===== config.mk =====
export PLATFORM = sky130hd
export DESIGN_NAME = skid_register
export DESIGN_NICKNAME = d
export VERILOG_FILES = /design/src/rtl/skid_pkg.sv /design/src/rtl/sat_counter.sv /design/src/rtl/skid_register.sv
export SDC_FILE = /design/constraint.sdc
export NUM_CORES = 1
export LEC_CHECK = 0
export ABC_AREA = 0
export CAP_MARGIN = 20
export CORE_UTILIZATION = 40
export CTS_BUF_LIST = sky130_fd_sc_hd__clkbuf_8 sky130_fd_sc_hd__clkbuf_16
export DETAILED_ROUTE_END_ITERATION = 16
export PLACE_DENSITY = 0.63
export SYNTH_ARGS = -nofsm -noshare
export SYNTH_HDL_FRONTEND = slang
export SYNTH_SLANG_ARGS = --single-unit

===== constraint.sdc =====
create_clock -name clk -period 2.6 [get_ports clk]
set_input_delay 0.52 -clock clk [delete_from_list [all_inputs] [get_ports clk]]
set_output_delay 0.52 -clock clk [all_outputs]
set_load 0.1 [all_outputs]

===== src/rtl/skid_pkg.sv =====
// skid_pkg: shared state type and encodings for skid_register.
package skid_pkg;
  localparam logic [1:0] ST_EMPTY = 2'd0;
  localparam logic [1:0] ST_BUSY = 2'd1;
  localparam logic [1:0] ST_FULL = 2'd2;
  typedef enum logic [1:0] {
    EMPTY = ST_EMPTY,
    BUSY = ST_BUSY,
    FULL = ST_FULL
  } state_t;
endpackage


===== src/rtl/sat_counter.sv =====
// sat_counter: up counter that sticks at all-ones instead of wrapping.
module sat_counter #(
  parameter int WIDTH = 32
) (
  input  logic             clk,
  input  logic             rst,
  input  logic             inc,
  output logic [WIDTH-1:0] count
);
  always_ff @(posedge clk or posedge rst)
    if (rst) count <= '0;
    else if (inc && count != '1) count <= count + 1'b1;
endmodule


===== src/rtl/skid_register.sv =====
// skid_register: fully registered two-entry skid buffer; SKID_REGISTER_STATS_EN adds stall/xfer counters.
module skid_register
  import skid_pkg::*;
#(
  parameter int WIDTH = 32,
  parameter int CNT_WIDTH = 32
) (
  input  logic                 clk,
  input  logic                 rst,
  input  logic                 in_valid,
  output logic                 in_ready,
  input  logic [WIDTH-1:0]     in_data,
  output logic                 out_valid,
  input  logic                 out_ready,
  output logic [WIDTH-1:0]     out_data
`ifdef SKID_REGISTER_STATS_EN
  ,
  output logic [CNT_WIDTH-1:0] stall_count,
  output logic [CNT_WIDTH-1:0] xfer_count
`endif
);
  state_t state, state_n;
  logic [WIDTH-1:0] skid;
  logic in_xfer, out_xfer;
  always_comb begin
    in_xfer = in_valid & in_ready;
    out_xfer = out_valid & out_ready;
    state_n = state == EMPTY ? (in_xfer ? BUSY : EMPTY) :
              state == BUSY  ? (in_xfer && !out_xfer ? FULL : !in_xfer && out_xfer ? EMPTY : BUSY) :
                               (out_xfer ? BUSY : FULL);
  end
  // handshake outputs are precomputed from the next state so they come straight from flops
  always_ff @(posedge clk or posedge rst)
    if (rst) begin
      state <= EMPTY;
      out_valid <= 1'b0;
      in_ready <= 1'b0;
      out_data <= '0;
      skid <= '0;
    end else begin
      state <= state_n;
      out_valid <= state_n != EMPTY;
      in_ready <= state_n != FULL;
      if (state == FULL && out_xfer) out_data <= skid;
      else if (in_xfer && (state == EMPTY || out_xfer)) out_data <= in_data;
      if (state == BUSY && in_xfer && !out_xfer) skid <= in_data;
    end
`ifdef SKID_REGISTER_STATS_EN
  sat_counter #(.WIDTH(CNT_WIDTH)) u_stall (.clk, .rst, .inc(out_valid & ~out_ready), .count(stall_count));
  sat_counter #(.WIDTH(CNT_WIDTH)) u_xfer (.clk, .rst, .inc(out_xfer), .count(xfer_count));
`else
  logic [CNT_WIDTH-1:0] unused_cnt;
  assign unused_cnt = '0;
`endif
endmodule

==> flow_results.org <==
** Critical path
- Max Fanout on Critical Path :: 27
- For this run, the slowest stage of the critical path takes around 0.47 ns.
- For the worst setup path, the data arrival time is approximately 2.3 ns.
- The number of buffers and inverters on the critical path is 2.
- At the worst endpoint, the required time is 2.83 ns.
- The slowest stage of the critical path belongs to the cell sky130_fd_sc_hd__clkdlybuf4s50_1.
- CP startpoint kind :: primary input
- STA classifies the critical path endpoint as a flop.
- On the critical path the largest part of the delay comes from buffers and inverters.
- Sequence of cells on the critical path :: clkdlybuf4s50_1, nand2_1, or3_2, buf_12, mux2_4, mux2_2
- The critical path is of the primary input to flop type.

** CTS
- Cts bufs inserted :: 9
- Clock insertion delay at the later pin of the skew report :: 0.34 ns
- Post-CTS setup buffers :: 0
- Root buffer selected by CTS :: sky130_fd_sc_hd__clkbuf_8
- Clock-pin slew of the registers on the worst-case setup and hold paths :: roughly 0.070 ns
- Counting every sink on the clock net gives 68.
- Number of buffers on the longest clock path :: 2
- TritonCTS built the clock tree.
- After clock tree synthesis, the flow added hold-fix buffers numbering 0.
- The number of gates resized after CTS was 0.
- The H-tree generated during clock tree synthesis spans 3 levels.

** Global route
- Total global routing track utilization :: roughly 15%
- The number of global-route vias before repair is between 1.5k and 2k.
- Antenna violations before repair :: 0
- Global routing finished with a remaining overflow of 0.
- Wire length of the first global-routing pass :: 8.749 mm
- Pin count of the biggest net entering global routing :: 48

** Floorplan
- Top-level I/O count :: 70
- From left edge to right edge, the die measures 89.29 um.
- The initial utilization of the core area, before any placement, comes to a little over two fifths.
- The floorplan has 31 rows.
- The die is 89.29 um tall.
- The floorplan step defined a core boundary enclosing about 0.0073 mm2.
- The die covers 0.007973 mm2.

** Synth
- The Yosys step of the flow raised 0 warnings.
- Counting every net in the synthesized netlist gives around 230.
- Cell taking the most area after synthesis :: sky130_fd_sc_hd__dfrtp_1
- The most used flip-flop cell after synthesis is sky130_fd_sc_hd__dfrtp_1.
- The netlist uses 14 different library cells.
- After synthesis, the share of flip-flops with an asynchronous set or reset is 100.0%.
- Avg Synthesized Cell Area :: around 16 um2
- The cell area that synthesis handed to floorplanning was 0.003048 mm2.
- Number of synthesized flops with an enable pin :: 0
- Library cell with the highest instance count after synthesis :: sky130_fd_sc_hd__dfrtp_1
- Part of the Yosys area used for sequential elements :: 55.83%
- Synthesis produced 190 cells.
- Share of the synthesized area in the top cell type :: 55.83%
- By area the synthesized netlist is led by sky130_fd_sc_hd__dfrtp_1 56%, sky130_fd_sc_hd__mux2_2 24%, sky130_fd_sc_hd__mux2_4 15%.
- Counting flops and latches in the post-synthesis netlist gives 68.
- By count the netlist is led by 68 x sky130_fd_sc_hd__dfrtp_1, 66 x sky130_fd_sc_hd__mux2_2, 30 x sky130_fd_sc_hd__mux2_4, 6 x sky130_fd_sc_hd__buf_2, 4 x sky130_fd_sc_hd__buf_6.

** Routing
- Wirelength, routed :: 5.484 mm
- The pre-antenna-repair detailed-routing pass consisted of 4 iterations.
- WL met2 :: between 2 and 3 mm
- The detail route stage leaves a number of antenna-violating nets equal to 0.
- The detailed router put a total of 2.447 mm of wire on met1.
- In the final routed layout, each cell accounts on average for roughly 15 um.
- Met3 Routed Length :: roughly 230 um
- Detailed routing inserted a total of ~1.8k vias.
- Max Used Layer :: met4
- In this run, the number of DRC markers left after iteration 0 of detailed routing was 42.
- Post-detailed-route via-to-cell ratio :: 4.772
- DRC violations left :: 0

** Final layout
- Area taken by multi-input logic gates :: 0.001281 mm2
- The post-route netlist has approximately 58% of its cells at a drive strength greater than 1.
- For this run, the post-layout net count is approximately 300.
- Post-Layout Cell Count :: 372
- Antenna diode count :: 0
- From synthesis to final layout, the design area changed by 33.99%.
- Area taken by flip-flops and latches :: about 0.0017 mm2
- The layout has approximately 600 filler cells.

** STA
- Slew Limit Headroom :: between 60% and 70%
- Setup repair after global routing left no endpoint under its margin.
- The final max-slew violation count was 0.
- Setup TNS :: 0 ns
- The clock arrives with approximately 0.0068 ns of skew.
- Maximum clock rate :: ~480 MHz
- Final setup slack of the worst path :: between 0.5 and 0.6 ns
- Hold timing on the final database bottoms out at a slack of between 0.5 and 0.6 ns.
- Share of the cycle needed by the critical path after routing :: between 80% and 90%
- Final min period :: between 2 and 2.5 ns
- Setup violations remaining at the end of the flow were counted as 0.
- At the pin with the least slew margin, the transition time is around 0.48 ns.
- The final number of hold-violating endpoints is 0.

** Placed design
- Number of instances in the placed design :: between 300 and 400
- In this run the tool buffered the top-level ports with roughly 70 buffer cells.
- Routability-driven placement finished with a final weighted congestion of roughly 0.74.
- Before CTS, the worst setup slack after placement is approximately 0.15 ns.

** Status
- Status :: complete, no violations

** Job
- The tool flagged a number of max-cap violations equal to 0.

** Min path
- Min-delay worst type :: flop to flop
per-layer routing:
layer | vias to the layer above | track usage (%)
met1 | 883 | 18.75
li1 | 840 | -
met2 | 41 | 24.84
met4 | 0 | 8.658
met3 | 11 | 3.416
met5 | - | 0
final cells by class:
| class | instances | share of cell area (%) |
|---|---|---|
| Sequential cell | 68 | 41.67 |
| Multi-Input combinational cell | 109 | 31.37 |
| Timing Repair Buffer | 77 | 17.52 |
| Clock buffer | 11 | 3.707 |
| Tap cell | 99 | 3.033 |
| Clock inverter | 5 | 2.420 |
| Inverter | 3 | 0.2757 |
state kept, by name, indices dropped and copies added, names as in the netlist:
| signal | flops |
|---|---|
| state | 2 |
| out_data | 32 |
| in_ready | 1 |
| skid | 32 |
| out_valid | 1 |
kinds of logic (layout without fill, tap and decap cells):
logic type / count (synthesis) / in the layout / synth area share, %
buffers and inverters: 13 / 96 / 2.832
AO/OA/AOI/OAI: 5 / 5 / 0.9439
flip-flops: 68 / 68 / 55.83
multiplexers: 96 / 96 / 39.16
AND/OR/NAND/NOR: 8 / 8 / 1.232
layout by cell type (no fill, tap or decap), drive strengths merged:
cell type       n
buf            42
nand2           3
clkbuf         11
bufinv          3
nor3            2
dfrtp          68
a21oi           1
a31oi           3
clkinv          1
o21ai           1
or3             1
mux2           96
inv             4
clkdlybuf4s50  35
nand3           2
metrics by stage:
stage	utilization (%)	instance area, um2
after global placement	52.57	3834
after detailed placement	52.57	3834
final	56.01	4084
after CTS	56.01	4084
after floorplan	-	3048
after global routing	56.01	4084
worst paths after layout:
kind | start | endpoint | slack (ns) | cells after the start
worst max-delay path | out_ready | out_data[25] | 0.51 | 6
worst min-delay path | skid[29] | skid[29] | 0.50 | 1
min in group asynchronous | rst | skid[21] | 0.52 | 2
worst max register to register | out_valid | out_data[25] | 0.67 | 5
worst min register to register | skid[29] | skid[29] | 0.50 | 1
max in group asynchronous | rst | skid[24] | 1.47 | 3
Power is left out: the tool's default activity adds up to more than one toggle a clock period on the data nets, which glitch-free logic cannot reach.
